--- config.mk ---
export PLATFORM = sky130hd
export DESIGN_NAME = qspi_cmd_seq_flat
export DESIGN_NICKNAME = d
export VERILOG_FILES = /design/src/rtl/qspi_cmd_seq_pkg.sv /design/src/rtl/qspi_cmd_seq_if.sv /design/src/rtl/qspi_cmd_seq.sv /design/src/flat_wrapper.sv
export SDC_FILE = /design/constraint.sdc
export NUM_CORES = 1
export LEC_CHECK = 0
export BUFFER_PORTS_ARGS = -buffer_cell sky130_fd_sc_hd__buf_2
export CORE_MARGIN = 2
export CORE_UTILIZATION = 30
export CTS_CLUSTER_SIZE = 10
export DETAILED_ROUTE_END_ITERATION = 10
export PLACE_DENSITY = 0.46
export SYNTH_ARGS = -nofsm -noshare
export SYNTH_HDL_FRONTEND = slang
export SYNTH_SLANG_ARGS = --single-unit
export TNS_END_PERCENT = 20
--- constraint.sdc ---
create_clock -name sys_clk_i -period 4.2 [get_ports sys_clk_i]
set_input_delay 0.63 -clock sys_clk_i [delete_from_list [all_inputs] [get_ports sys_clk_i]]
set_output_delay 0.63 -clock sys_clk_i [all_outputs]
set_load 0.01 [all_outputs]
--- src/rtl/qspi_cmd_seq_pkg.sv ---
// Shared types and word formatting for the QSPI command sequencer.
// Holds command opcodes, the FSM state and address-mode enums, the registered descriptor struct,
// the successor-state function and the command-word formatter.
package qspi_cmd_pkg;

  // SPI-master command opcodes, placed in bits [31:28] of every command word
  localparam logic [3:0] OP_CFG      = 4'h0;
  localparam logic [3:0] OP_SOT      = 4'h1;
  localparam logic [3:0] OP_SEND_CMD = 4'h2;
  localparam logic [3:0] OP_DUMMY    = 4'h4;
  localparam logic [3:0] OP_TX_DATA  = 4'h6;
  localparam logic [3:0] OP_RX_DATA  = 4'h7;
  localparam logic [3:0] OP_EOT      = 4'h9;

  // Internal storage widths. The length is zero-extended to the 16-bit word field.
  // The dummy count is kept at the 5-bit width of the word field.
  localparam int DESC_LEN_W   = 16;
  localparam int DESC_DUMMY_W = 5;

  typedef enum logic [3:0] {
    ST_IDLE,
    ST_CFG,
    ST_SOT,
    ST_OPC,
    ST_ADDR_HI,
    ST_ADDR_LO,
    ST_DUMMY,
    ST_DATA,
    ST_EOT
  } state_e;

  typedef enum logic [1:0] {
    AM_NONE = 2'd0,
    AM_24   = 2'd1,
    AM_32   = 2'd2,
    AM_RSVD = 2'd3
  } amode_e;

  typedef struct packed {
    logic                    cpol;
    logic                    cpha;
    logic [7:0]              clkdiv;
    logic [1:0]              cs;
    logic                    qpi;
    logic [7:0]              opc;
    amode_e                  amode;
    logic [31:0]             addr;
    logic [DESC_DUMMY_W-1:0] dummy;
    logic [DESC_LEN_W-1:0]   len;
    logic                    rx;
  } qspi_desc_t;

  // The reserved address mode behaves like "no address".
  function automatic logic has_addr(input qspi_desc_t d);
    return (d.amode == AM_24) || (d.amode == AM_32);
  endfunction

  // State that follows st once its word has been handshaken; optional phases are skipped.
  function automatic state_e next_state(input state_e st, input qspi_desc_t d);
    state_e after_addr;
    state_e nxt;
    if (d.dummy != '0)
      after_addr = ST_DUMMY;
    else if (d.len != '0)
      after_addr = ST_DATA;
    else
      after_addr = ST_EOT;

    case (st)
      ST_CFG:     nxt = ST_SOT;
      ST_SOT:     nxt = ST_OPC;
      ST_OPC:     nxt = has_addr(d) ? ST_ADDR_HI : after_addr;
      ST_ADDR_HI: nxt = ST_ADDR_LO;
      ST_ADDR_LO: nxt = after_addr;
      ST_DUMMY:   nxt = (d.len != '0) ? ST_DATA : ST_EOT;
      ST_DATA:    nxt = ST_EOT;
      default:    nxt = ST_IDLE;
    endcase
    return nxt;
  endfunction

  // Command word emitted while the FSM sits in st.
  // SEND_CMD values are left-aligned in [15:0] and sent MSB-first.
  function automatic logic [31:0] fmt_word(input state_e st, input qspi_desc_t d,
                                           input logic eot_evt);
    logic [31:0]           w;
    logic [DESC_DUMMY_W-1:0] dm1;
    logic [DESC_LEN_W-1:0]   lm1;
    dm1 = d.dummy - DESC_DUMMY_W'(1);
    lm1 = d.len - DESC_LEN_W'(1);
    case (st)
      ST_CFG:     w = {OP_CFG, 18'b0, d.cpol, d.cpha, d.clkdiv};
      ST_SOT:     w = {OP_SOT, 26'b0, d.cs};
      ST_OPC:     w = {OP_SEND_CMD, d.qpi, 7'b0, 4'd7, d.opc, 8'h00};
      ST_ADDR_HI: w = (d.amode == AM_24) ?
                      {OP_SEND_CMD, d.qpi, 7'b0, 4'd15, d.addr[23:8]} :
                      {OP_SEND_CMD, d.qpi, 7'b0, 4'd15, d.addr[31:16]};
      ST_ADDR_LO: w = (d.amode == AM_24) ?
                      {OP_SEND_CMD, d.qpi, 7'b0, 4'd7, d.addr[7:0], 8'h00} :
                      {OP_SEND_CMD, d.qpi, 7'b0, 4'd15, d.addr[15:0]};
      ST_DUMMY:   w = {OP_DUMMY, 7'b0, dm1, 16'b0};
      ST_DATA:    w = {(d.rx ? OP_RX_DATA : OP_TX_DATA), d.qpi, 11'b0, lm1};
      ST_EOT:     w = {OP_EOT, 27'b0, eot_evt};
      default:    w = '0;
    endcase
    return w;
  endfunction

endpackage

--- src/rtl/qspi_cmd_seq_if.sv ---
// Descriptor and command channels of the QSPI command sequencer.
// The descriptor channel runs from software/uDMA to the sequencer; the command channel runs from the sequencer to the SPI-master core.
// slave = the sequencer side, master = the side that drives descriptors and consumes words.
interface qspi_cmd_seq_if #(
  parameter int LEN_W   = 16,
  parameter int DUMMY_W = 5
);
  logic               desc_valid_i;
  logic               desc_ready_o;
  logic [9:0]         desc_cfg_i;
  logic [1:0]         desc_cs_i;
  logic               desc_qpi_i;
  logic [7:0]         desc_opc_i;
  logic [1:0]         desc_amode_i;
  logic [31:0]        desc_addr_i;
  logic [DUMMY_W-1:0] desc_dummy_i;
  logic [LEN_W-1:0]   desc_len_i;
  logic               desc_rx_i;
  logic [31:0]        cmd_o;
  logic               cmd_valid_o;
  logic               cmd_ready_i;

  modport slave (
    input  desc_valid_i, desc_cfg_i, desc_cs_i, desc_qpi_i, desc_opc_i, desc_amode_i,
           desc_addr_i, desc_dummy_i, desc_len_i, desc_rx_i, cmd_ready_i,
    output desc_ready_o, cmd_o, cmd_valid_o
  );

  modport master (
    output desc_valid_i, desc_cfg_i, desc_cs_i, desc_qpi_i, desc_opc_i, desc_amode_i,
           desc_addr_i, desc_dummy_i, desc_len_i, desc_rx_i, cmd_ready_i,
    input  desc_ready_o, cmd_o, cmd_valid_o
  );
endinterface

--- src/rtl/qspi_cmd_seq.sv ---
// Purpose: expands one flash descriptor into the ordered 32-bit SPI-master command words.
// Latency: the first word is valid the cycle after accept. One word per cycle follows, and done_o comes one cycle after EOT.
// Backpressure: cmd_o/cmd_valid_o are registered and hold while cmd_ready_i is low; no new descriptor is taken until IDLE.
// Ports: sys_clk_i/rstn_i clock and async active-low reset, clr_i synchronous flush,
//        bus (descriptor in, command out), busy_o while a descriptor is active, done_o completion pulse.
module qspi_cmd_seq
  import qspi_cmd_pkg::*;
#(
  parameter int   LEN_W   = 16,
  parameter int   DUMMY_W = 5,
  parameter logic EOT_EVT = 1'b1
) (
  input  logic           sys_clk_i,
  input  logic           rstn_i,
  input  logic           clr_i,
  qspi_cmd_seq_if.slave  bus,
  output logic           busy_o,
  output logic           done_o
);

  state_e     state_q, state_d;
  qspi_desc_t desc_q, desc_in, fmt_src;
  logic [31:0] cmd_q, cmd_d;
  logic        cmd_valid_q, cmd_valid_d;
  logic        done_q, done_d;
  logic        accept, hs;

  logic [LEN_W-1:0]   len_in;
  logic [DUMMY_W-1:0] dummy_in;

  assign len_in   = bus.desc_len_i;
  assign dummy_in = bus.desc_dummy_i;

  always_comb begin
    desc_in        = '0;
    desc_in.cpol   = bus.desc_cfg_i[9];
    desc_in.cpha   = bus.desc_cfg_i[8];
    desc_in.clkdiv = bus.desc_cfg_i[7:0];
    desc_in.cs     = bus.desc_cs_i;
    desc_in.qpi    = bus.desc_qpi_i;
    desc_in.opc    = bus.desc_opc_i;
    desc_in.amode  = amode_e'(bus.desc_amode_i);
    desc_in.addr   = bus.desc_addr_i;
    desc_in.dummy  = DESC_DUMMY_W'(dummy_in);
    desc_in.len    = DESC_LEN_W'(len_in);
    desc_in.rx     = bus.desc_rx_i;
  end

  assign bus.desc_ready_o = (state_q == ST_IDLE);
  assign accept           = bus.desc_valid_i & bus.desc_ready_o;
  assign hs               = cmd_valid_q & bus.cmd_ready_i;

  // State register
  always_ff @(posedge sys_clk_i or negedge rstn_i) begin
    if (!rstn_i)
      state_q <= ST_IDLE;
    else
      state_q <= state_d;
  end

  // Next state: the state names the word currently presented on cmd_o
  always_comb begin
    state_d = state_q;
    if (clr_i)
      state_d = ST_IDLE;
    else if (state_q == ST_IDLE) begin
      if (bus.desc_valid_i)
        state_d = ST_CFG;
    end else if (hs)
      state_d = next_state(state_q, desc_q);
  end

  // Output next values. The word for the next state is formatted one cycle early so it can be registered.
  // On accept, the descriptor register is not loaded yet, so format from the live inputs.
  always_comb begin
    fmt_src     = (state_q == ST_IDLE) ? desc_in : desc_q;
    cmd_d       = cmd_q;
    cmd_valid_d = cmd_valid_q;
    done_d      = 1'b0;
    if (clr_i) begin
      cmd_d       = '0;
      cmd_valid_d = 1'b0;
    end else if (state_d != state_q) begin
      cmd_valid_d = (state_d != ST_IDLE);
      cmd_d       = (state_d != ST_IDLE) ? fmt_word(state_d, fmt_src, EOT_EVT) : '0;
      done_d      = (state_q == ST_EOT);
    end
  end

  always_ff @(posedge sys_clk_i or negedge rstn_i) begin
    if (!rstn_i) begin
      cmd_q       <= '0;
      cmd_valid_q <= 1'b0;
      done_q      <= 1'b0;
      desc_q      <= '0;
    end else begin
      cmd_q       <= cmd_d;
      cmd_valid_q <= cmd_valid_d;
      done_q      <= done_d;
      if (clr_i)
        desc_q <= '0;
      else if (accept)
        desc_q <= desc_in;
    end
  end

  assign bus.cmd_o       = cmd_q;
  assign bus.cmd_valid_o = cmd_valid_q;
  assign busy_o          = (state_q != ST_IDLE);
  assign done_o          = done_q;

endmodule
--- src/flat_wrapper.sv ---
// flat-port wrapper written by rule: the top's interface ports become plain ports
module qspi_cmd_seq_flat import qspi_cmd_pkg::*;
#(
  parameter int   LEN_W   = 16,
  parameter int   DUMMY_W = 5,
  parameter logic EOT_EVT = 1'b1
)
  (sys_clk_i, rstn_i, clr_i, busy_o, done_o, bus_desc_valid_i, bus_desc_cfg_i, bus_desc_cs_i, bus_desc_qpi_i, bus_desc_opc_i, bus_desc_amode_i, bus_desc_addr_i, bus_desc_dummy_i, bus_desc_len_i, bus_desc_rx_i, bus_cmd_ready_i, bus_desc_ready_o, bus_cmd_o, bus_cmd_valid_o);
  qspi_cmd_seq_if #(.LEN_W(LEN_W), .DUMMY_W(DUMMY_W)) bus_i ();
  input  logic sys_clk_i;
  input  logic rstn_i;
  input  logic clr_i;
  output logic busy_o;
  output logic done_o;
  input wire logic [$bits(bus_i.desc_valid_i)-1:0] bus_desc_valid_i;
  input wire logic [$bits(bus_i.desc_cfg_i)-1:0] bus_desc_cfg_i;
  input wire logic [$bits(bus_i.desc_cs_i)-1:0] bus_desc_cs_i;
  input wire logic [$bits(bus_i.desc_qpi_i)-1:0] bus_desc_qpi_i;
  input wire logic [$bits(bus_i.desc_opc_i)-1:0] bus_desc_opc_i;
  input wire logic [$bits(bus_i.desc_amode_i)-1:0] bus_desc_amode_i;
  input wire logic [$bits(bus_i.desc_addr_i)-1:0] bus_desc_addr_i;
  input wire logic [$bits(bus_i.desc_dummy_i)-1:0] bus_desc_dummy_i;
  input wire logic [$bits(bus_i.desc_len_i)-1:0] bus_desc_len_i;
  input wire logic [$bits(bus_i.desc_rx_i)-1:0] bus_desc_rx_i;
  input wire logic [$bits(bus_i.cmd_ready_i)-1:0] bus_cmd_ready_i;
  output wire logic [$bits(bus_i.desc_ready_o)-1:0] bus_desc_ready_o;
  output wire logic [$bits(bus_i.cmd_o)-1:0] bus_cmd_o;
  output wire logic [$bits(bus_i.cmd_valid_o)-1:0] bus_cmd_valid_o;
  assign bus_i.desc_valid_i = bus_desc_valid_i;
  assign bus_i.desc_cfg_i = bus_desc_cfg_i;
  assign bus_i.desc_cs_i = bus_desc_cs_i;
  assign bus_i.desc_qpi_i = bus_desc_qpi_i;
  assign bus_i.desc_opc_i = bus_desc_opc_i;
  assign bus_i.desc_amode_i = bus_desc_amode_i;
  assign bus_i.desc_addr_i = bus_desc_addr_i;
  assign bus_i.desc_dummy_i = bus_desc_dummy_i;
  assign bus_i.desc_len_i = bus_desc_len_i;
  assign bus_i.desc_rx_i = bus_desc_rx_i;
  assign bus_i.cmd_ready_i = bus_cmd_ready_i;
  assign bus_desc_ready_o = bus_i.desc_ready_o;
  assign bus_cmd_o = bus_i.cmd_o;
  assign bus_cmd_valid_o = bus_i.cmd_valid_o;
  qspi_cmd_seq #(.LEN_W(LEN_W), .DUMMY_W(DUMMY_W), .EOT_EVT(EOT_EVT)) u_core (.sys_clk_i(sys_clk_i), .rstn_i(rstn_i), .clr_i(clr_i), .bus(bus_i), .busy_o(busy_o), .done_o(done_o));
endmodule
# Yosys cells after proc, flatten, opt, wreduce, memory -nomap -nowiden
# Cells that the tools add are included.
[op_classes] add_sub_neg=2 bitwise_logic=2 n_eq_ne=20 reduce_logical=8 n_mux=22
[ops] op="$pmux 32 s8" n=1
[ops] op="$mux 77" n=3
[ops] op="$mux 32" n=3
[ops] op="$eq 4x3->1 const B" n=8
[ops] op="$mux 4" n=7
[ops] op="$pmux 4 s7" n=1
[ops] op="$mux 20" n=1
[ops] op="$eq 4x2->1 const B" n=4
[ops] op="$mux 16" n=1
[ops] op="$reduce_bool 16->1" n=1
[ops] op="$sub 16x1->16 const B" n=1
[ops] op="$eq 4x1->1 const B" n=2
[ops] op="$eq 4x4->1 const B" n=2
[ops] op="$reduce_bool 4->1" n=2
[ops] op="$mux 1" n=5
[ops] op="$reduce_bool 5->1" n=1
[ops] op="$sub 5x1->5 const B" n=1
[ops] op="$eq 2x1->1 const B" n=2
[ops] op="$logic_not 4->1" n=1
[ops] op="$ne 4x4->1" n=1
[ops] op="$reduce_bool 2->1" n=2
[ops] op="$and 1x1->1" n=2
[ops] op="$eq 2x2->1 const B" n=1
[ops] op="$logic_or 1x1->1" n=1
[word_totals] out_inout_bits=36 regBits=115

# Logic depth before layout (Yosys ltp)
[logic_depth] ltp_word=13 depth_mapped=17 mapped_depth_nobuf=12

# Least setup slack after synthesis
# OpenSTA, ideal clock, no wires.
[synth_path] path_kind="register to register" start="register u_core.state_q[0]" end="register u_core.cmd_q[8], in the netlist u_core.bus.cmd_o[8]" path_stages_with_launch=18 synth_period_minus_slack_ns=3.875 t_arrival_ns=3.754 slack_ns=0.325 required_time_ns=4.079 cell_sequence="dfrtp_1 > clkbuf_1 > or4_1 > clkbuf_1 > inv_2 > buf_2 > buf_2 > clkbuf_1 > mux2i_1 > ha_1 > inv_1 > or4_1 > xnor2_1 > nand2_1 > o21ai_0 > a22oi_1 > o211ai_1 > a22o_1"
[synth_rtl] element="start, declared" line_no="qspi_cmd_seq.sv:21" rtl="state_e state_q, state_d;"
[synth_rtl] element="start signal, assigned" line_no="qspi_cmd_seq.sv:58" rtl="state_q <= state_d;"
[synth_rtl] element="$logic_not 4->1 (*)"
[synth_rtl] element="via bus_desc_ready_o" line_no="flat_wrapper.sv:26" rtl="output wire logic [$bits(bus_i.desc_ready_o)-1:0] bus_desc_ready_o;"
[synth_rtl] element="branches (longest 7 deep; another with $sub 16x1->16)"
[synth_rtl] element="end signal, assigned" line_no="qspi_cmd_seq.sv:97" rtl="cmd_q <= cmd_d;"
[synth_rtl] element="end, declared" line_no="qspi_cmd_seq.sv:23" rtl="logic [31:0] cmd_q, cmd_d;"
# Mark *: on every way through the listed nets, which the timed path passes. The select of a mux whose other input is x is not followed.
# A chain may end at the register's enable or synchronous reset.

# Worst setup path in the final report
[layout_path] start="register u_core.state_q[1]" end="register u_core.cmd_q[8], in the netlist u_core.bus.cmd_o[8]"
[layout_via] elab_chain_cells=10
[layout_rtl] element="$eq 4x3->1, or another cell as far along" line_no="qspi_cmd_seq_pkg.sv:69" rtl="case (st)"
[layout_rtl] element="$pmux 4 s7" line_no="qspi_cmd_seq_pkg.sv:69"
[layout_rtl] element="$mux 4" line_no="qspi_cmd_seq.sv:69" rtl="end else if (hs)"
[layout_rtl] element="$mux 4" line_no="qspi_cmd_seq.sv:66" rtl="else if (state_q == ST_IDLE) begin"
[layout_rtl] element="$mux 4" line_no="qspi_cmd_seq.sv:64" rtl="if (clr_i)"
[layout_rtl] element="$eq 4x4->1, or another cell as far along" line_no="qspi_cmd_seq_pkg.sv:91" rtl="case (st)"
[layout_rtl] element="$pmux 32 s8" line_no="qspi_cmd_seq_pkg.sv:91"
[layout_rtl] element="$mux 32" line_no="qspi_cmd_seq.sv:85" rtl="cmd_d = (state_d != ST_IDLE) ? fmt_word(state_d, fmt_src, EOT_EVT) : '0;"
[layout_rtl] element="$mux 32" line_no="qspi_cmd_seq.sv:83" rtl="end else if (state_d != state_q) begin"
[layout_rtl] element="$mux 32" line_no="qspi_cmd_seq.sv:80" rtl="if (clr_i) begin"
# Parallel ways exist; a longest one is shown, timed or not. The select of a mux whose other input is x is not followed.

==> flow_summary_export.csv <==
group,metric,value,unit
detailed_routing,wl,25600,um
sta,fin_crit_sh,0.897,
clocking,cts_buffers,9,
critical_path,endpoint_kind,"register",
placed_design,gp_congestion,0.862,
clocking,clk_latency,0.37,ns
synth,ys.flop_type,"dfrtp_1",
synth,yosysUniqueCellTypes,64,
floorplanning,dieHeight,158,um
placed_design,pre_cts_slack,0.502,ns
synth,synthTopCellsByArea,"dfrtp_1 38%, nand2_1 13%, a21oi_1 7.3%",
critical_path,critPathTopFamily,"simple AND/OR/NAND/NOR gates",
floorplanning,die_x,158,um
synth,synth_top_area_share,0.384,
critical_path,crit_buf_inv,2,
critical_path,setup.worst_path.end,"u_core.bus.cmd_o[8]",
critical_path,cp.depth,12,
outcome,status,"finished, final reports clean",
synth,synth-seq-cells,109,
placed_design,dp_cells,1238,
detailed_routing,drt_iter0_drc,648,
critical_path,startpoint,"u_core.state_q[1]",
global_routing,grt_first_pass_wirelength,39200,um
sta,fin_skew,0.00763,ns
clocking,ctsHoldBuffers,0,
critical_path,worstRegToRegCells,12,
synth,seq_area_frac_synth,0.384,
synth,synth_top_family_by_area,"simple AND/OR/NAND/NOR gates",
sta,hold_viol,0,
synth,yosys.area_share.xor_xnor,0.0333,
power_and_ir_drop,ir_worst_vdd,0.177,mV
detailed_routing,viasPerCell,5.34,
job,cap_violations,0,
worst_hold_path,holdCritPathClass,"in -> async",
cells_and_area,area_growth,16.5,%
clocking,post_cts_buffers,0,
critical_path,critPathLaunchType,"register",
synth,synth_edf_count,0,
global_routing,overflow,0,
placed_design,hpwlAfterDp,19000,um
detailed_routing,final_antenna_net_count,0,
floorplanning,io_pins,118,
sta,final_max_slew_viol_count,0,
clocking,cts_htree_levels,3,
sta,worst_slack,0.432,ns
clocking,cts_max_path_buffers,2,
sta,min_period,3.77,ns
cells_and_area,finish.net_count,1014,
critical_path,rr_startpoint,"u_core.state_q[1]",
clocking,cts.clk_slew.worst_paths,0.07,ns
sta,setup-tns-final,0,ns
power_and_ir_drop,power.density,312,mW/mm2
clocking,clockRootBuffer,"clkbuf_16",
sta,slew_headroom,0.395,
synth,avgSynthCellArea,8.39,um2
synth,yosysMostFrequentCell,"nand2_1",
cells_and_area,drive_above_1_share,0.203,
synth,synth_compound_area_frac,0.184,
global_routing,grt_max_degree,78,
critical_path,critPathSlowestCell,"or4_2",
sta,rsz0062_at_grt,"false",
critical_path,critPathMaxFanout,15,
sta,max_freq,0.265,GHz
detailed_routing,num_vias,6696,
global_routing,track_usage,0.210,
synth,synthAdderAreaFrac,0.00353,
clocking,cts_tree,"built",
global_routing,antenna_found_initial,0,
clocking,numClockSinks,109,
critical_path,crit_type,"reg -> reg",
synth,synth_cells,846,
synth,synthMuxAreaShare,0.115,
critical_path,cp_cell_sequence,"or4_2, inv_2, mux2i_1, ha_1, inv_1, or4_1, xnor2_1, nand2_1, o21ai_0, a22oi_1, o211ai_1, a22o_1",
cells_and_area,fin_cells,1254,
synth,yosys-top-cells-count,"238 x nand2_1, 109 x dfrtp_1, 104 x a21oi_1",
critical_path,crit_arrival,4.03,ns
cells_and_area,diodes,0,
detailed_routing,wl_per_cell,20.4,um
global_routing,grt_pass1_vias,6258,
synth,synth-simple-area-share,0.227,
floorplanning,die-area,0.0249,mm2
sta,setup_viol,0,
power_and_ir_drop,p_leak,0.00373,uW
synth,yosys_warnings,0,
detailed_routing,route.detailed.drc,0,
critical_path,worstPathRequired,4.46,ns
floorplanning,initial_core_util,0.304,
floorplanning,rows,56,
synth,async_flop_share,1.00,
floorplanning,core_area,0.0233,mm2
placed_design,port_buffers,111,
synth,syn_area,0.00710,mm2
clocking,post_cts_resized,0,
critical_path,timing.rr.end,"u_core.bus.cmd_o[8]",
detailed_routing,drt-pass1-iter-count,5,
critical_path,reg2reg_slack,0.43,ns
synth,yosysTopAreaCell,"dfrtp_1",
sta,tightest_slew,0.907,ns
critical_path,max_stage_delay,0.78,ns
flip-flops by register name, summed over array words and instances, names as in the netlist:
name,cells
u_core.desc_q,77
u_core.bus.cmd_o,26
u_core.state_q,4
u_core.bus.cmd_valid_o,1
u_core.done_o,1
worst min path at each step:
stage                     slack, ns            startpoint                   end
final                          0.37                rstn_i     u_core.desc_q[76]
after global routing           0.43                rstn_i     u_core.desc_q[76]
after CTS                      0.41                rstn_i     u_core.desc_q[76]
after detailed placement       0.47  u_core.bus.cmd_o[29]  u_core.bus.cmd_o[29]
after global placement         0.46  u_core.bus.cmd_o[29]  u_core.bus.cmd_o[29]
after floorplan                0.33                rstn_i   u_core.bus.cmd_o[0]
cell type report:
type | instances | area [um2]
Multi-Input combinational cell | 661 | 4020
Inverter | 10 | 37.5
Clock buffer | 11 | 243
Fill cell | 2482 | 15100
Timing Repair Buffer | 139 | 806
Sequential cell | 109 | 2730
Tap cell | 319 | 399
Clock inverter | 5 | 35.0
layer usage:
metal / track usage / wire length [um] / up-vias
met2: 0.305 / 11200 / 214
li1: - / - / 3152
met4: 0.0519 / 366 / 0
met1: 0.324 / 12600 / 3309
met5: 0 / 0 / -
met3: 0.0320 / 1410 / 21
cell usage in the layout (no fill, tap or decap), types with 6 or more instances in the layout:
master	Yosys	routed
nand2_1	238	237
buf_2	13	110
dfrtp_1	109	109
a21oi_1	104	104
mux2i_1	34	34
buf_4	6	26
nor2_1	25	25
nor3_1	22	22
xnor2_1	21	21
mux4_2	20	20
nand3_1	17	17
nor4_1	13	13
o21ai_0	13	13
o211ai_1	12	12
o21ai_1	11	11
a22o_1	11	11
clkbuf_16	0	9
inv_1	8	8
and3_1	7	7
or4_1	7	6
xor2_1	6	6
and2_1	7	6
nor2b_1	6	6
a31oi_1	6	6
o22ai_1	6	6
conb_1	1	6
cells by family (layout without fill, tap and decap cells):
group,count (synthesis),after routing
AND/OR/NAND/NOR,363,363
other,1,6
flip-flops,109,109
adder cells (fa/ha/maj),2,2
multiplexers,56,56
buffers and inverters,81,165
XOR/XNOR,27,27
AO/OA/AOI/OAI,207,207
power breakdown:
| group | total [uW] | switching [uW] | internal [uW] |
|---|---|---|---|
| clock | 853 | 430 | 422 |
| combinational | 595 | 379 | 216 |
| sequential | 1130 | 36.3 | 1090 |
metrics by stage:
step                hold WS, ns  instance area (um2)  total power, uW   util
finish                    0.370                 8270             2580  0.354
detailed placement        0.465                 7990             1740  0.343
global route              0.433                 8270             2700  0.354
global placement          0.461                 7990             1750  0.343
CTS                       0.405                 8270             2600  0.354
floorplan                 0.334                 7120             1500      -
(Power assumes the default switching activity.)
